--- config.mk ---
export PLATFORM = sky130hd
export DESIGN_NAME = apb_controller
export DESIGN_NICKNAME = d
export VERILOG_FILES = /design/src/rtl/apb_bridge_pkg.sv /design/src/rtl/apb_addr_decode.sv /design/src/rtl/apb_controller.sv
export SDC_FILE = /design/constraint.sdc
export NUM_CORES = 1
export LEC_CHECK = 0
export CAP_MARGIN = 0
export CORE_UTILIZATION = 30
export DETAILED_ROUTE_END_ITERATION = 10
export SETUP_SLACK_MARGIN = 0.15
export SLEW_MARGIN = 0
export SYNTH_ARGS = -nofsm -noshare
export SYNTH_HDL_FRONTEND = slang
export SYNTH_SLANG_ARGS = --single-unit
--- constraint.sdc ---
create_clock -name HCLK -period 2.3 [get_ports HCLK]
set_clock_uncertainty 0.15 [all_clocks]
set_input_delay 0.575 -clock HCLK [delete_from_list [all_inputs] [get_ports HCLK]]
set_output_delay 0.575 -clock HCLK [all_outputs]
set_load 0.005 [all_outputs]
--- src/rtl/apb_bridge_pkg.sv ---
// Shared types and constants for the AHB-to-APB bridge control stage.
// APB_BRIDGE_ERR_EN adds the two-cycle ERROR response states for unmapped accesses.
package apb_bridge_pkg;

  typedef enum logic [2:0] {
    ST_IDLE    = 3'd0,
    ST_READ    = 3'd1,
    ST_RENABLE = 3'd2,
    ST_WWAIT   = 3'd3,
    ST_WRITE   = 3'd4,
    ST_WENABLE = 3'd5
`ifdef APB_BRIDGE_ERR_EN
    ,
    ST_ERR1    = 3'd6,
    ST_ERR2    = 3'd7
`endif
  } state_e;

  localparam logic [1:0] HTRANS_IDLE   = 2'b00;
  localparam logic [1:0] HTRANS_BUSY   = 2'b01;
  localparam logic [1:0] HTRANS_NONSEQ = 2'b10;
  localparam logic [1:0] HTRANS_SEQ    = 2'b11;

  localparam logic [1:0] HRESP_OKAY  = 2'b00;
  localparam logic [1:0] HRESP_ERROR = 2'b01;

  localparam logic [31:0] P0_BASE  = 32'h8000_0000;
  localparam logic [31:0] P0_LIMIT = 32'h83FF_FFFF;
  localparam logic [31:0] P1_BASE  = 32'h8400_0000;
  localparam logic [31:0] P1_LIMIT = 32'h87FF_FFFF;
  localparam logic [31:0] P2_BASE  = 32'h8800_0000;
  localparam logic [31:0] P2_LIMIT = 32'h8BFF_FFFF;

  localparam logic [2:0] PSEL_NONE = 3'b000;
  localparam logic [2:0] PSEL_P0   = 3'b001;
  localparam logic [2:0] PSEL_P1   = 3'b010;
  localparam logic [2:0] PSEL_P2   = 3'b100;

  function automatic logic in_range(input logic [31:0] addr,
                                    input logic [31:0] base,
                                    input logic [31:0] limit);
    return (addr >= base) && (addr <= limit);
  endfunction

endpackage

--- src/rtl/apb_addr_decode.sv ---
// Combinational address map: HADDR -> one-hot peripheral select plus mapped flag.
module apb_addr_decode
  import apb_bridge_pkg::*;
(
  input  logic [31:0] haddr_i,
  output logic        mapped_o,
  output logic [2:0]  psel_o
);

  always_comb begin
    psel_o = PSEL_NONE;
    if (in_range(haddr_i, P0_BASE, P0_LIMIT))      psel_o = PSEL_P0;
    else if (in_range(haddr_i, P1_BASE, P1_LIMIT)) psel_o = PSEL_P1;
    else if (in_range(haddr_i, P2_BASE, P2_LIMIT)) psel_o = PSEL_P2;
    mapped_o = |psel_o;
  end

endmodule

--- src/rtl/apb_controller.sv ---
// AHB-Lite to APB control stage: one transfer in flight, Moore-registered APB outputs.
// Optional APB_BRIDGE_ERR_EN: unmapped active transfers get a two-cycle ERROR response.
module apb_controller
  import apb_bridge_pkg::*;
(
  input  logic        HCLK,
  input  logic        HRESET,
  input  logic [1:0]  HTRANS,
  input  logic        HWRITE,
  input  logic        HREADYIN,
  input  logic [31:0] HADDR,
  input  logic [31:0] HWDATA,
  input  logic [31:0] PRDATA,
  output logic        HREADYOUT,
  output logic [1:0]  HRESP,
  output logic [31:0] HRDATA,
  output logic [2:0]  PSELx,
  output logic        PENABLE,
  output logic        PWRITE,
  output logic [31:0] PADDR,
  output logic [31:0] PWDATA
);

  state_e      state_q, state_d;
  logic [31:0] addr_q, addr_d;
  logic [2:0]  sel_q, sel_d;
  logic [2:0]  psel_q, psel_d;
  logic        penable_q, penable_d;
  logic        pwrite_q, pwrite_d;
  logic [31:0] paddr_q, paddr_d;
  logic [31:0] pwdata_q, pwdata_d;

  logic        dec_mapped;
  logic [2:0]  dec_sel;
  logic        active;
  logic        valid;

  apb_addr_decode u_dec (
    .haddr_i  (HADDR),
    .mapped_o (dec_mapped),
    .psel_o   (dec_sel)
  );

  assign active = HREADYIN && ((HTRANS == HTRANS_NONSEQ) || (HTRANS == HTRANS_SEQ));
  assign valid  = active && dec_mapped;

  always_comb begin
    state_d   = state_q;
    addr_d    = addr_q;
    sel_d     = sel_q;
    psel_d    = psel_q;
    penable_d = 1'b0;
    pwrite_d  = pwrite_q;
    paddr_d   = paddr_q;
    pwdata_d  = pwdata_q;

    case (state_q)
      ST_READ:  state_d = ST_RENABLE;
      ST_WWAIT: state_d = ST_WRITE;
      ST_WRITE: state_d = ST_WENABLE;
`ifdef APB_BRIDGE_ERR_EN
      ST_ERR1:  state_d = ST_ERR2;
`endif
      // IDLE, both ENABLE states and ERR2 all take a new address phase
      default: begin
        if (valid) begin
          state_d = HWRITE ? ST_WWAIT : ST_READ;
          addr_d  = HADDR;
          sel_d   = dec_sel;
`ifdef APB_BRIDGE_ERR_EN
        end else if (active) begin
          state_d = ST_ERR1;
`endif
        end else begin
          state_d = ST_IDLE;
        end
      end
    endcase

    // APB outputs are a function of the state being entered
    case (state_d)
      ST_READ: begin
        psel_d   = sel_d;
        pwrite_d = 1'b0;
        paddr_d  = addr_d;
      end
      ST_WRITE: begin
        psel_d   = sel_d;
        pwrite_d = 1'b1;
        paddr_d  = addr_d;
        pwdata_d = HWDATA;
      end
      ST_RENABLE, ST_WENABLE: penable_d = 1'b1;
      default:                psel_d    = PSEL_NONE;
    endcase
  end

  always_ff @(posedge HCLK) begin
    if (HRESET) begin
      state_q   <= ST_IDLE;
      addr_q    <= '0;
      sel_q     <= PSEL_NONE;
      psel_q    <= PSEL_NONE;
      penable_q <= 1'b0;
      pwrite_q  <= 1'b0;
      paddr_q   <= '0;
      pwdata_q  <= '0;
    end else begin
      state_q   <= state_d;
      addr_q    <= addr_d;
      sel_q     <= sel_d;
      psel_q    <= psel_d;
      penable_q <= penable_d;
      pwrite_q  <= pwrite_d;
      paddr_q   <= paddr_d;
      pwdata_q  <= pwdata_d;
    end
  end

  always_comb begin
    case (state_q)
      ST_READ, ST_WWAIT, ST_WRITE: HREADYOUT = 1'b0;
`ifdef APB_BRIDGE_ERR_EN
      ST_ERR1:                     HREADYOUT = 1'b0;
`endif
      default:                     HREADYOUT = 1'b1;
    endcase
  end

`ifdef APB_BRIDGE_ERR_EN
  assign HRESP = ((state_q == ST_ERR1) || (state_q == ST_ERR2)) ? HRESP_ERROR : HRESP_OKAY;
`else
  assign HRESP = HRESP_OKAY;
`endif

  assign HRDATA  = (state_q == ST_RENABLE) ? PRDATA : 32'd0;
  assign PSELx   = psel_q;
  assign PENABLE = penable_q;
  assign PWRITE  = pwrite_q;
  assign PADDR   = paddr_q;
  assign PWDATA  = pwdata_q;

endmodule

Word level (Yosys, flattened, before mapping) --
Cells that the tools add are included.
Word-level totals: register bits 107, logic and storage cells 50, input port bits 102
Cells by class: reductions and logical operators 11, equal/unequal tests 10, order comparisons 6, multiplexer cells 15
Operators with widths (count):
- $ge 32x32->1 const B | 3
- $le 32x32->1 const B | 3
- $mux 32 | 3
- $mux 3 | 5
- $eq 3x2->1 const B | 3
- $eq 3x3->1 const B | 3
- $pmux 3 s3 | 1
- $eq 3x1->1 const B | 2
- $pmux 3 s2 | 1
- $reduce_or 3->1 | 2
- $logic_and 1x1->1 | 5
- $eq 2x2->1 const B | 2
- $mux 2 | 2
- $reduce_or 2->1 | 2
- $mux 1 | 2
- $pmux 1 s2 | 1
- $reduce_bool 2->1 | 1
- $logic_or 1x1->1 | 1

Longest topological paths before layout --
word-level depth 12, depth in mapped cells 7, gate-level depth less buffers 4

Modules after synthesis --
A second synthesis with hierarchy kept.
Unflattened totals: cell total of the unflattened synthesis 409, area, all modules 3961.3 µm²
By module, submodules not included:
- apb_controller | instances 1, seq. area each 2142.1 µm², area each 3912.5 µm², cells each 404
- apb_addr_decode | instances 1, seq. area each 0.0 µm², area each 48.8 µm², cells each 5

Worst setup path after synthesis --
OpenSTA, ideal clock, no wires.
kind in2reg, start input HWRITE, end register paddr_q[6], in the netlist PADDR[6], buffers on the path 2, arrival 1664 ps, setup time 134 ps, stages on the path 5, path slack 352 ps, cell sequence clkbuf_1 clkinv_1 clkbuf_1 a211oi_1 a211oi_1
Between the ends: word-level cells in the longest chain between the ends 5, elaborated cells on any way between the ends 6, classes of those cells eq/ne (2); mux (3); reduce/logical (1)
Ends and longest elaborated chain:
- start: declaration | line apb_controller.sv:9 | input logic HWRITE,
- $mux 2 * | line apb_controller.sv:67 | state_d = HWRITE ? ST_WWAIT : ST_READ;
- $mux 2 * | line apb_controller.sv:66 | if (valid) begin
- $pmux 3 s3 * | line apb_controller.sv:57 | case (state_q)
- $eq 3x3->1 / $eq 3x1->1 (equally long branches) | line apb_controller.sv:81 | case (state_d)
- $reduce_or 2->1 (no source line) *
- end signal: assignment | line apb_controller.sv:115 | paddr_q <= paddr_d;
- end: declaration | line apb_controller.sv:30 | logic [31:0] paddr_q, paddr_d;
Every way passes the cells marked *; elsewhere a longest branch is shown, timed or not. A chain may end at the register's enable or synchronous reset.

Final worst setup path --
start register state_q[2], end output HRDATA[24]
Between the ends: word-level cells in the longest chain between the ends 2
Ends and longest elaborated chain:
- start: declaration | line apb_controller.sv:24 | state_e state_q, state_d;
- start signal: assignment | line apb_controller.sv:109 | state_q <= state_d;
- $eq 3x2->1 | line apb_controller.sv:136 | assign HRDATA = (state_q == ST_RENABLE) ? PRDATA : 32'd0;
- $mux 32 | line apb_controller.sv:136
- end: declaration | line apb_controller.sv:16 | output logic [31:0] HRDATA,
No other way between the ends.

==> reports/summary.txt <==
Hold Vio Cnt, Final: 0
post-synthesis sequential area ratio: 50.7%
Syn Area/Cell: 9.55 sq um
number of max-cap violations: 0
Max Freq: 0.453 GHz
gpl congestion: 0.727
# IOs: 206
global-route wire length before repair: 19,700 um
#FFs+latches synth: 107
worst hold path class: flop to flop
all-layer global routing usage: 17.1%
die footprint: 14,600 sq um
Register Area: 2150 sq um
unrepaired setup endpoints after global routing: yes
number of detailed-route iterations in the first pass: 4
fillcell total: 1,240
nets: 762
number of global-route vias before repair: 3,806
initial antenna violation count: 0
Tot Pwr: 3670 uW
Startpoint Class: flop
combinational family with the most area after synthesis: compound AO/OA/AOI/OAI gates
outcome: completed
largest net degree at the start of global routing: 36
Crit Path Category: flop to primary output
area of the multi-input gates: 1990 sq um
CTS Buf Count: 9
CP Capture Type: primary output
Int Pwr: 2920 uW
drt wl/cell: 15.4 um
DRC: 0
clock slew at reported path FFs: 0.06 ns
Post-Syn Area: 4230 sq um
worst vdd ir: 0.389 mV
total global routing overflow: 0
Post-Synth Simple-Gate Area: 17.7%
Synth Area in Compound Gates: 19.6%
Fin Setup TNS: 0 ns
vias: 3,995
Synth top area share: 50.7%
Clk pwr share: 41.6%
Die X: 121 um
PwrDens: 502 nW/um^2
ranking of synthesized cells by area: dfxtp_1 51%, mux2i_1 6.2%, a211oi_1 6.0%, nand2_1 5.9%, a211oi_2 5.6%
Synth Flop Type: dfxtp_1
period utilization: 96.1%
leakage power: 0.00291 uW
Clock Tree Buf Depth: 2
CP arrival: 1.48 ns
latest clock arrival within the worst-skew pair: 0.34 ns
Yosys top cell by area: dfxtp_1
most common cell after layout, fill and taps aside: clkdlybuf4s50_1
WP data required: 1.57 ns
combinational cell fraction of total power: 7.8%
sequential share of power: 50.7%
YS warnings: 0
share of cells above drive strength 1: 23.8%
mux share of post-synthesis cell area: 6.42%
diode count: 0
CTS tree: yes
min cycle time layout: 2.21 ns
DRT Wirelength: 13,000 um
antenna-violating nets left: 0
Placeable Area: 13,800 sq um
Post-synth EDFFs: 0
starting density of the core: 30.6%
switching pwr: 758 uW
CTS sink cnt: 107
Post-Synth XOR/XNOR Area: 0.207%
DRT iter0 DRCs: 157
CP max FO: 8
Yosys cell types: 47
FFs w/ async S/R, synth: 0%
synthesis-to-layout area growth: 73.0%
Synth Instances: 443
Final Max Slew Viols: 0
Std-Cell Rows: 43
Port Buffer Count: 202
final setup fails: 0
HPWL after detailed placement: 8580 um
H-tree levels: 3
CTS root buf: clkbuf_16
vias per cell: 4.73
Die Y-Extent: 121 um
Post-Synth Adder-Cell Area: 0%
most frequent cells in the layout: 160 x clkdlybuf4s50_1, 104 x dfxtp_1, 66 x nand2_1, 39 x a21oi_1, 33 x a211oi_1
Sw Ratio: 20.6%
through the flow:
| step | setup WS, ns | utilization (%) | area, sq um | std cells | hold WS (ns) |
|---|---|---|---|---|---|
| 3_3_place_gp | -0.154 | 47.1 | 6510 | 808 | 0.290 |
| 6_report | 0.0904 | 52.9 | 7320 | 844 | 0.304 |
| 2_1_floorplan | 0.352 | - | 4230 | 444 | 0.277 |
| 5_1_grt | -0.00781 | 52.9 | 7320 | 844 | 0.321 |
| 4_1_cts | 0.0671 | 50.2 | 6940 | 830 | 0.306 |
| 3_5_place_dp | -0.200 | 47.1 | 6510 | 808 | 0.296 |
state kept, by name (all words and copies together), names as in the netlist:
name and count:
PWDATA 32, addr_q 32, PSELx 3, state_q 3, PADDR 32, PWRITE 1, sel_q 3, PENABLE 1
cell usage after synthesis, types with 3 or more instances:
cell type / n
nor2_1: 33
and3_1: 3
clkbuf_1: 21
a211oi_1: 34
nor3_1: 3
mux2i_1: 26
buf_4: 4
nand3_1: 3
and2_1: 33
dfxtp_1: 107
buf_6: 5
o211ai_1: 3
nand2_1: 66
a211oi_2: 19
buf_2: 8
a21oi_1: 39
worst max-delay path, cell delays in order, from the launching register on:
cell and delay [ns]:
dfxtp_2 0.33, nor3b_4 0.19, buf_6 0.16, buf_16 0.12
buf_8 0.12, and2_4 0.14, buf_6 0.08
timing repair:
item,in CTS,in global routing
pin swaps,22,14
resized for setup,171,52
hold buffers,0,0
buffers inserted,4,10
setup endpoints to repair,33,53
cloned,3,4
power by group through the flow:
stage / clock, uW / sequential [uW] / combinational [uW]
floorplan: 0 / 1900 / 68.6
global placement: 0 / 1900 / 268
detailed placement: 0 / 1900 / 272
CTS: 1580 / 1860 / 278
global route: 1660 / 1860 / 303
finish: 1530 / 1860 / 286
cells by family after synthesis:
family,count (synthesis)
AND/OR/NAND/NOR,155
AO/OA/AOI/OAI,109
flip-flops,107
buffers and inverters,43
multiplexers,27
XOR/XNOR,1
other,1
final cells by class:
type                    instances  share of cell area, %
flip-flops and latches        107                   29.3
clock buffers                  11                   3.32
well taps                     180                   3.08
multi-input cells             294                   27.2
clock inverters                 4                  0.701
inverters                       3                  0.154
repair buffers                245                   36.2
per-layer routing:
metal / vias up / global-route usage (%) / part of all wire [%]
met5: - / 0 / 0
met4: 0 / 3.78 / 0.64
met3: 9 / 5.66 / 6.8
met2: 110 / 27.6 / 48
met1: 1907 / 22.2 / 44
li1: 1969 / - / -
worst paths after layout:
check	cells after the start	to	from	slack [ns]
worst max register to register	6	PADDR[26]	state_q[2]	0.23
worst min register to register	2	PWDATA[24]	PWDATA[24]	0.30
worst max-delay path	6	HRDATA[24]	state_q[2]	0.09
worst min-delay path	2	PWDATA[24]	PWDATA[24]	0.30
Note: power is estimated with default switching activity, not from simulation.
